--- src/rtl/byte_serializer.sv ---
// byte_serializer
//   Drives an 8-to-1 bit MUX so that its output becomes a serial bitstream. Bytes are
//   accepted on a valid/ready handshake, held on mux_datain, and mux_sel is stepped
//   through all 8 bit positions, each held for CLKS_PER_BIT cycles.
//
// Parameters
//   CLKS_PER_BIT  cycles each sel value is held (1..65535)
//   MSB_FIRST     0: sel steps 0->7, 1: sel steps 7->0
//   GAP_CYCLES    idle cycles forced after each byte; 0 allows back-to-back bytes
//
// Ports
//   clk         clock, rising edge
//   reset       synchronous active-high reset
//   din         byte to serialize, sampled when din_valid & din_ready
//   din_valid   producer has a byte
//   din_ready   block accepts din this cycle
//   mux_datain  latched byte for the MUX datain
//   mux_sel     current bit index for the MUX sel
//   bit_strobe  1-cycle pulse on the first cycle of each new sel value
//   busy        high while a byte is being stepped out
//   byte_done   1-cycle pulse in the cycle after a byte's last bit period
module byte_serializer #(
    parameter int unsigned CLKS_PER_BIT = 4,
    parameter bit          MSB_FIRST    = 1'b0,
    parameter int unsigned GAP_CYCLES   = 0
) (
    input  logic       clk,
    input  logic       reset,
    input  logic [7:0] din,
    input  logic       din_valid,
    output logic       din_ready,
    output logic [7:0] mux_datain,
    output logic [2:0] mux_sel,
    output logic       bit_strobe,
    output logic       busy,
    output logic       byte_done
);

    typedef enum logic [1:0] {StIdle, StShift, StGap} state_e;

    localparam logic [15:0] TickLast = 16'(CLKS_PER_BIT - 1);
    localparam logic [2:0]  SelFirst = MSB_FIRST ? 3'd7 : 3'd0;
    localparam logic [31:0] GapLast  = (GAP_CYCLES == 0) ? 32'd0 : 32'(GAP_CYCLES - 1);

    state_e      state_q, state_d;
    logic [7:0]  data_q, data_d;
    logic [2:0]  sel_q, sel_d;
    logic [2:0]  bit_q, bit_d;
    logic [15:0] tick_q, tick_d;
    logic [31:0] gap_q, gap_d;
    logic        strobe_q, strobe_d;
    logic        done_q, done_d;

    logic last_cycle;
    logic accept;

    // Final tick of bit 7: the only SHIFT cycle in which a new byte may be taken.
    assign last_cycle = (state_q == StShift) && (bit_q == 3'd7) && (tick_q == TickLast);
    assign din_ready  = (state_q == StIdle) || (last_cycle && (GAP_CYCLES == 0));
    assign accept     = din_valid && din_ready;

    always_comb begin
        state_d  = state_q;
        data_d   = data_q;
        sel_d    = sel_q;
        bit_d    = bit_q;
        tick_d   = tick_q;
        gap_d    = gap_q;
        strobe_d = 1'b0;
        done_d   = 1'b0;

        unique case (state_q)
            StIdle: ;
            StShift: begin
                if (tick_q == TickLast) begin
                    tick_d = 16'd0;
                    if (bit_q == 3'd7) begin
                        done_d = 1'b1;
                        if (GAP_CYCLES == 0) begin
                            state_d = StIdle;
                        end else begin
                            state_d = StGap;
                            gap_d   = 32'd0;
                        end
                    end else begin
                        bit_d    = bit_q + 3'd1;
                        sel_d    = MSB_FIRST ? (sel_q - 3'd1) : (sel_q + 3'd1);
                        strobe_d = 1'b1;
                    end
                end else begin
                    tick_d = tick_q + 16'd1;
                end
            end
            StGap: begin
                if (gap_q == GapLast) begin
                    state_d = StIdle;
                end else begin
                    gap_d = gap_q + 32'd1;
                end
            end
            default: state_d = StIdle;
        endcase

        // Acceptance (from IDLE or back-to-back) overrides the end-of-byte transition.
        if (accept) begin
            state_d  = StShift;
            data_d   = din;
            sel_d    = SelFirst;
            bit_d    = 3'd0;
            tick_d   = 16'd0;
            strobe_d = 1'b1;
        end
    end

    always_ff @(posedge clk) begin
        if (reset) begin
            state_q  <= StIdle;
            data_q   <= 8'd0;
            sel_q    <= 3'd0;
            bit_q    <= 3'd0;
            tick_q   <= 16'd0;
            gap_q    <= 32'd0;
            strobe_q <= 1'b0;
            done_q   <= 1'b0;
        end else begin
            state_q  <= state_d;
            data_q   <= data_d;
            sel_q    <= sel_d;
            bit_q    <= bit_d;
            tick_q   <= tick_d;
            gap_q    <= gap_d;
            strobe_q <= strobe_d;
            done_q   <= done_d;
        end
    end

    assign mux_datain = data_q;
    assign mux_sel    = sel_q;
    assign bit_strobe = strobe_q;
    assign byte_done  = done_q;
    assign busy       = (state_q == StShift);

endmodule
--- config.mk ---
export PLATFORM = sky130hd
export DESIGN_NAME = byte_serializer
export DESIGN_NICKNAME = d
export VERILOG_FILES = /design/src/rtl/byte_serializer.sv
export SDC_FILE = /design/constraint.sdc
export NUM_CORES = 1
export LEC_CHECK = 0
export BUFFER_PORTS_ARGS = -buffer_cell sky130_fd_sc_hd__buf_2
export CAP_MARGIN = 30
export CORE_MARGIN = 2
export CORE_UTILIZATION = 35
export CTS_CLUSTER_DIAMETER = 40
export DETAILED_ROUTE_END_ITERATION = 16
export GPL_ROUTABILITY_DRIVEN = 1
export PLACE_DENSITY = 0.63
export SLEW_MARGIN = 0
export SYNTH_ARGS = -nofsm -noshare
export SYNTH_HDL_FRONTEND = slang
export SYNTH_SLANG_ARGS = --single-unit
--- constraint.sdc ---
create_clock -name clk -period 1.8 [get_ports clk]
set_clock_uncertainty 0.05 [all_clocks]
set_input_delay 0.18 -clock clk [delete_from_list [all_inputs] [get_ports clk]]
set_output_delay 0.18 -clock clk [all_outputs]
set_load 0.05 [all_outputs]
======== Yosys cells after proc, flatten, opt, wreduce, memory -nomap -nowiden ========
Index checks and enable logic that the tools add are counted.
cells by class
  add/sub/neg operators ................... 4
  eq/ne operators ......................... 11
  mux-type cells .......................... 11
  bitwise logic cells ..................... 5
  reductions and logical operators ........ 12
operator list
  kind                                                   count
  adder 32 x 1 -> 32 bit (second input constant)         1
  logical NOT 32 bit                                     1
  adder 16 x 1 -> 16 bit (second input constant)         1
  equality test 16 x 2 -> 1 bit (second input constant)  1
  two-way mux 16 bit                                     1
  AND reduction 4 bit                                    2
  adder 3 x 1 -> 3 bit (second input constant)           2
  two-way mux 1 bit                                      6
  two-way mux 2 bit                                      3
  != test 3 x 1 -> 1 bit (second input constant)         2
  one-hot mux 2 bit (3 select lines)                     1
  NOT 1 bit                                              5
  != test 2 x 1 -> 1 bit (second input constant)         2
  != test 2 bit (second input constant)                  2
  equality test 3 bit (second input constant)            1
  logical AND 1 bit                                      3
  != test 3 bit (second input constant)                  1
  AND reduction 3 bit                                    1
  OR reduction 3 bit                                     1
  equality test 2 x 1 -> 1 bit (second input constant)   1
  equality test 2 bit (second input constant)            1
  logical NOT 2 bit                                      1
  AND reduction 2 bit                                    1
  OR reduction 2 bit                                     1
  logical OR 1 bit                                       1
word-level totals
  register bits after elaboration ......... 66
  word-level logic and storage cells ...... 52

======== Longest topological paths before layout ========
  depth in word-level cells ............... 7
  mapped depth ............................ 8
  mapped depth without buffers ............ 6

======== Worst setup path after synthesis ========
OpenSTA, ideal clock, no wires.
  kind .................................... register -> output
  from .................................... register state_q[0]
  to ...................................... output din_ready
  data arrival time ....................... 1656 ps
  required time ........................... 1570 ps
  slack ................................... -86 ps
  cell stages (with the launch flop) ...... 4
  cell sequence ........................... dfxtp_1 clkbuf_1 clkbuf_1 nand2_1
between the ends
  cells in the longest elaborated chain, start to end .. 4
  elaborated cells on any way between the ends .. 5
  classes of those cells .................. eq/ne (1); reduce/logical (4)
ends and longest elaborated chain
  element                          line  source
  from (decl)                      45    state_e state_q, state_d;
  from (signal assigned)           117   state_q <= StIdle;
  from (signal assigned)           126   state_q <= state_d;
  equality test 2 x 1 -> 1 bit     58    assign last_cycle = (state_q == StShift) && (bit_q == 3'd7) && (tick_q == TickLast);
  logical AND 1 bit (2 in series)  58
  logical OR 1 bit (*)             59    assign din_ready = (state_q == StIdle) || (last_cycle && (GAP_CYCLES == 0));
  to (decl)                        31    output logic din_ready,
Every way passes the cells marked *; elsewhere a longest branch is shown, timed or not.

======== Worst setup path in the final report ========
  from .................................... register bit_q[0]
  to ...................................... output din_ready
between the ends
  cells in the longest elaborated chain, start to end .. 4
ends and longest elaborated chain
  element                          line  source
  from (decl)                      48    logic [2:0] bit_q, bit_d;
  from (signal assigned)           129   bit_q <= bit_d;
  equality test 3 bit              58
  logical AND 1 bit (2 in series)  58
  logical OR 1 bit                 59
No other way between the ends.

==> flow_metrics.py <==
metrics = {
    "worst_setup_path": {
        "required_ns": 1.57,
        "cpPeakStageDelay_ns": 0.35,
        "critPathTopFamily": "simple AND/OR/NAND/NOR gates",
        "critPathKind": "flop to output pin",
        "arrival_ns": 1.55,
        "start_kind": "flop",
        "crit_buf_inv": 1,
        "cp-startpoint": "bit_q[0]",
        "end_kind": "output pin",
        "crit_path_end": "din_ready",
        "reg2reg_from": "bit_q[0]",
        "ff2ff_setup_slack_ns": 0.05,
        "cp_common_cell": "ha_4",
        "reg2reg_depth": 7,
        "path_depth": 6,
        "path_cells": "ha_4 > ha_4 > nor4b_4 > nand4_1 > nand2_1 > buf_6",
        "reg2reg_to": "bit_q[0]",
        "cp_max_fo": 2,
        "crit_slowest_cell": "dfxtp_2",
    },
    "logic_synthesis": {
        "yosys.area_share.simple": 0.338,
        "synth_top_area_frac": 0.380,
        "synth_area_um2": 1740,
        "async_flop_share": 0,
        "synthMuxAreaShare": 0,
        "synth_cells": 200,
        "ys_ff_latch": 33,
        "ys.flop_type": "dfxtp_1",
        "synth-compound-area-share": 0.139,
        "ys_types": 38,
        "synth_adder_area_share": 0.0288,
        "synth-edff-count": 0,
        "synth-xor-area-share": 0.0706,
        "yosys.area.top_type": "dfxtp_1",
        "ys_seq_area_frac": 0.380,
        "synth_area_leaders": "dfxtp_1 38%, nor2_1 4.5%, xnor2_1 4.5%",
        "synth.most_common_cell": "dfxtp_1",
        "yosys_warnings": 0,
        "syn-num-nets": 215,
        "synth_area_per_cell_um2": 8.69,
        "synth_top_family_by_area": "simple AND/OR/NAND/NOR gates",
        "yosys-top-cells-count": "33 x dfxtp_1, 21 x nor2_1, 15 x nand2_1",
    },
    "die": {
        "io_pins": 26,
        "rows": 25,
        "start_util": 0.366,
        "die_width_um": 74.5,
        "die_area_um2": 5550,
        "core_um2": 4750,
        "die_h_um": 74.5,
    },
    "power_and_ir_drop": {
        "power.leakage_nw": 0.757,
        "p_seq_frac": 0.495,
        "intPower_mw": 1.12,
        "peakVddDrop_mv": 0.292,
        "sw_frac_of_total": 0.270,
        "power.density_nw_per_um2": 693,
        "p_clk_frac": 0.364,
        "power.switching_uw": 417,
        "p_comb_frac": 0.141,
    },
    "global_route": {
        "grt_pass1_wl_um": 7000,
        "grt_usage": 0.161,
        "antenna_found_initial": 0,
        "grt_max_degree": 24,
        "first_global_vias": 1513,
        "grt_overflow": 0,
    },
    "min_path": {
        "hold_path_class": "input port to flop",
        "hp-start": "din[5]",
    },
    "sta": {
        "fmax_ghz": 0.563,
        "setup_viol": 0,
        "finalCritPeriodShare": 0.987,
        "finalCriticalPeriod_ns": 1.78,
        "setup_slack_ns": 0.0231,
        "hold_violations": 0,
        "worst_pin_slew_ns": 0.429,
        "report.final.slew_viol_count": 0,
        "rsz0062_at_grt": "yes",
        "relSlewSlack": 0.714,
    },
    "detailed_routing": {
        "wl_um": 4050,
        "post-route-drc-count": 0,
        "dr.pass1.iters": 5,
        "routedWlPerCell_um": 13.3,
        "drt-initial-drc-count": 84,
        "ant_nets": 0,
        "vias": 1612,
        "via_per_inst": 5.30,
    },
    "clocking": {
        "cts_buffers": 5,
        "cts.sinks": 33,
        "path_clk_slew_ns": 0.07,
        "cts_tree": "done",
        "cts_hold_buf": 0,
        "clockRootBuffer": "clkbuf_8",
        "clock_latency_ns": 0.28,
        "h-tree-depth": 2,
        "clk_path_buf_depth": 2,
    },
    "layout": {
        "fin_nets": 252,
        "area_delta_synth_final_pct": 28.0,
        "antenna_cells": 0,
        "drive_gt1_frac": 0.283,
        "final_util": 0.468,
    },
    "flow_run": {
        "drv_cap": 0,
    },
    "placed_design": {
        "hpwl_um": 2620,
        "port_buffers": 25,
        "dp_slack_ns": -0.0322,
        "globalplace.congestion": 0.802,
    },
    "status": {
        "status": "finished, final reports clean",
    },
}
==> layout by cell type (no fill, tap or decap), drive strengths merged <==
cell type and count:
or3 2, a21oi 9, nand4b 8, nand2 15, nor4 7, nor2 21
nand2b 1, dfxtp 33, or2 1, and3 2, clkinv 1, nor3b 9
ha 4, clkbuf 7, nor2b 2, o311ai 8, a31oi 10, nor3 5
o21ai 6, nand3 8, a21boi 1, xnor2 9, or4 1, and4 3
a211oi 2, xor2 5, inv 2, buf 44, nor4b 3, nand4 7
o31ai 1
==> power by group through the flow <==
stage               Clock (mW)  Sequential, mW  Combinational (mW)
global route             0.604           0.766               0.237
CTS                      0.576           0.763               0.217
floorplan                    0           0.837              0.0826
global placement             0           0.779               0.213
finish                   0.561           0.763               0.218
detailed placement           0           0.779               0.214
==> state kept, by name (all words and copies together) (netlist names) <==
| signal | cells |
|---|---|
| mux_sel | 3 |
| tick_q | 16 |
| state_q | 1 |
| mux_datain | 8 |
| bit_q | 3 |
| bit_strobe | 1 |
| byte_done | 1 |
==> worst register-to-register path, stage by stage, from the launching register on <==
cell      delay [ns]
dfxtp_2         0.34
ha_4            0.16
ha_4            0.15
buf_4           0.12
buf_4           0.13
nand2b_1        0.20
or3_1           0.37
a21oi_2         0.16
==> what timing repair did <==
item | in CTS | in global routing
pin swaps | 3 | 2
resized for setup | 14 | 4
cloned | 0 | 0
buffers inserted | 2 | 4
setup endpoints to repair | 9 | 23
==> cells by family after synthesis <==
family / after synthesis
simple gates: 95
buf+inv: 17
flops: 33
compound gates: 37
fa+ha+maj: 4
xor+xnor: 14
==> how the worst min path moves through the flow <==
stage / to / slack (ns) / depth (start not counted)
floorplan: mux_datain[4] / 0.28 / 2
global placement: mux_datain[5] / 0.39 / 3
detailed placement: mux_datain[5] / 0.39 / 3
CTS: mux_datain[5] / 0.1 / 3
global route: mux_datain[4] / 0.12 / 3
finish: mux_datain[5] / 0.11 / 3
==> area by class of cell <==
class                   count  area, um2
repair buffers             44        299
inverters                   3       11.3
clock buffers               7       86.3
well taps                  67       83.8
fillers                   486       2530
flip-flops and latches     33        667
multi-input cells         150       1080
==> per-layer routing <==
layer  wire, um  global-route usage  vias up
li1           -                   -      819
met4         54              0.0655        0
met2       1870               0.254       27
met3        136              0.0325        4
met1       1990               0.216      762
met5          0                   0        -
==> stage by stage <==
| step | power, mW | std cells | hold slack, ns | setup TNS [ns] | instance area [um2] |
|---|---|---|---|---|---|
| 2_1_floorplan | 0.920 | 200 | 0.284 | 0 | 1740 |
| 6_report | 1.54 | 304 | 0.105 | 0 | 2220 |
| 4_1_cts | 1.56 | 300 | 0.0980 | 0 | 2180 |
| 5_1_grt | 1.61 | 304 | 0.117 | -0.107 | 2220 |
| 3_5_place_dp | 0.994 | 291 | 0.395 | -0.0367 | 2010 |
| 3_3_place_gp | 0.992 | 291 | 0.391 | 0 | 2010 |
No activity file was read; power rests on OpenSTA's default activity.
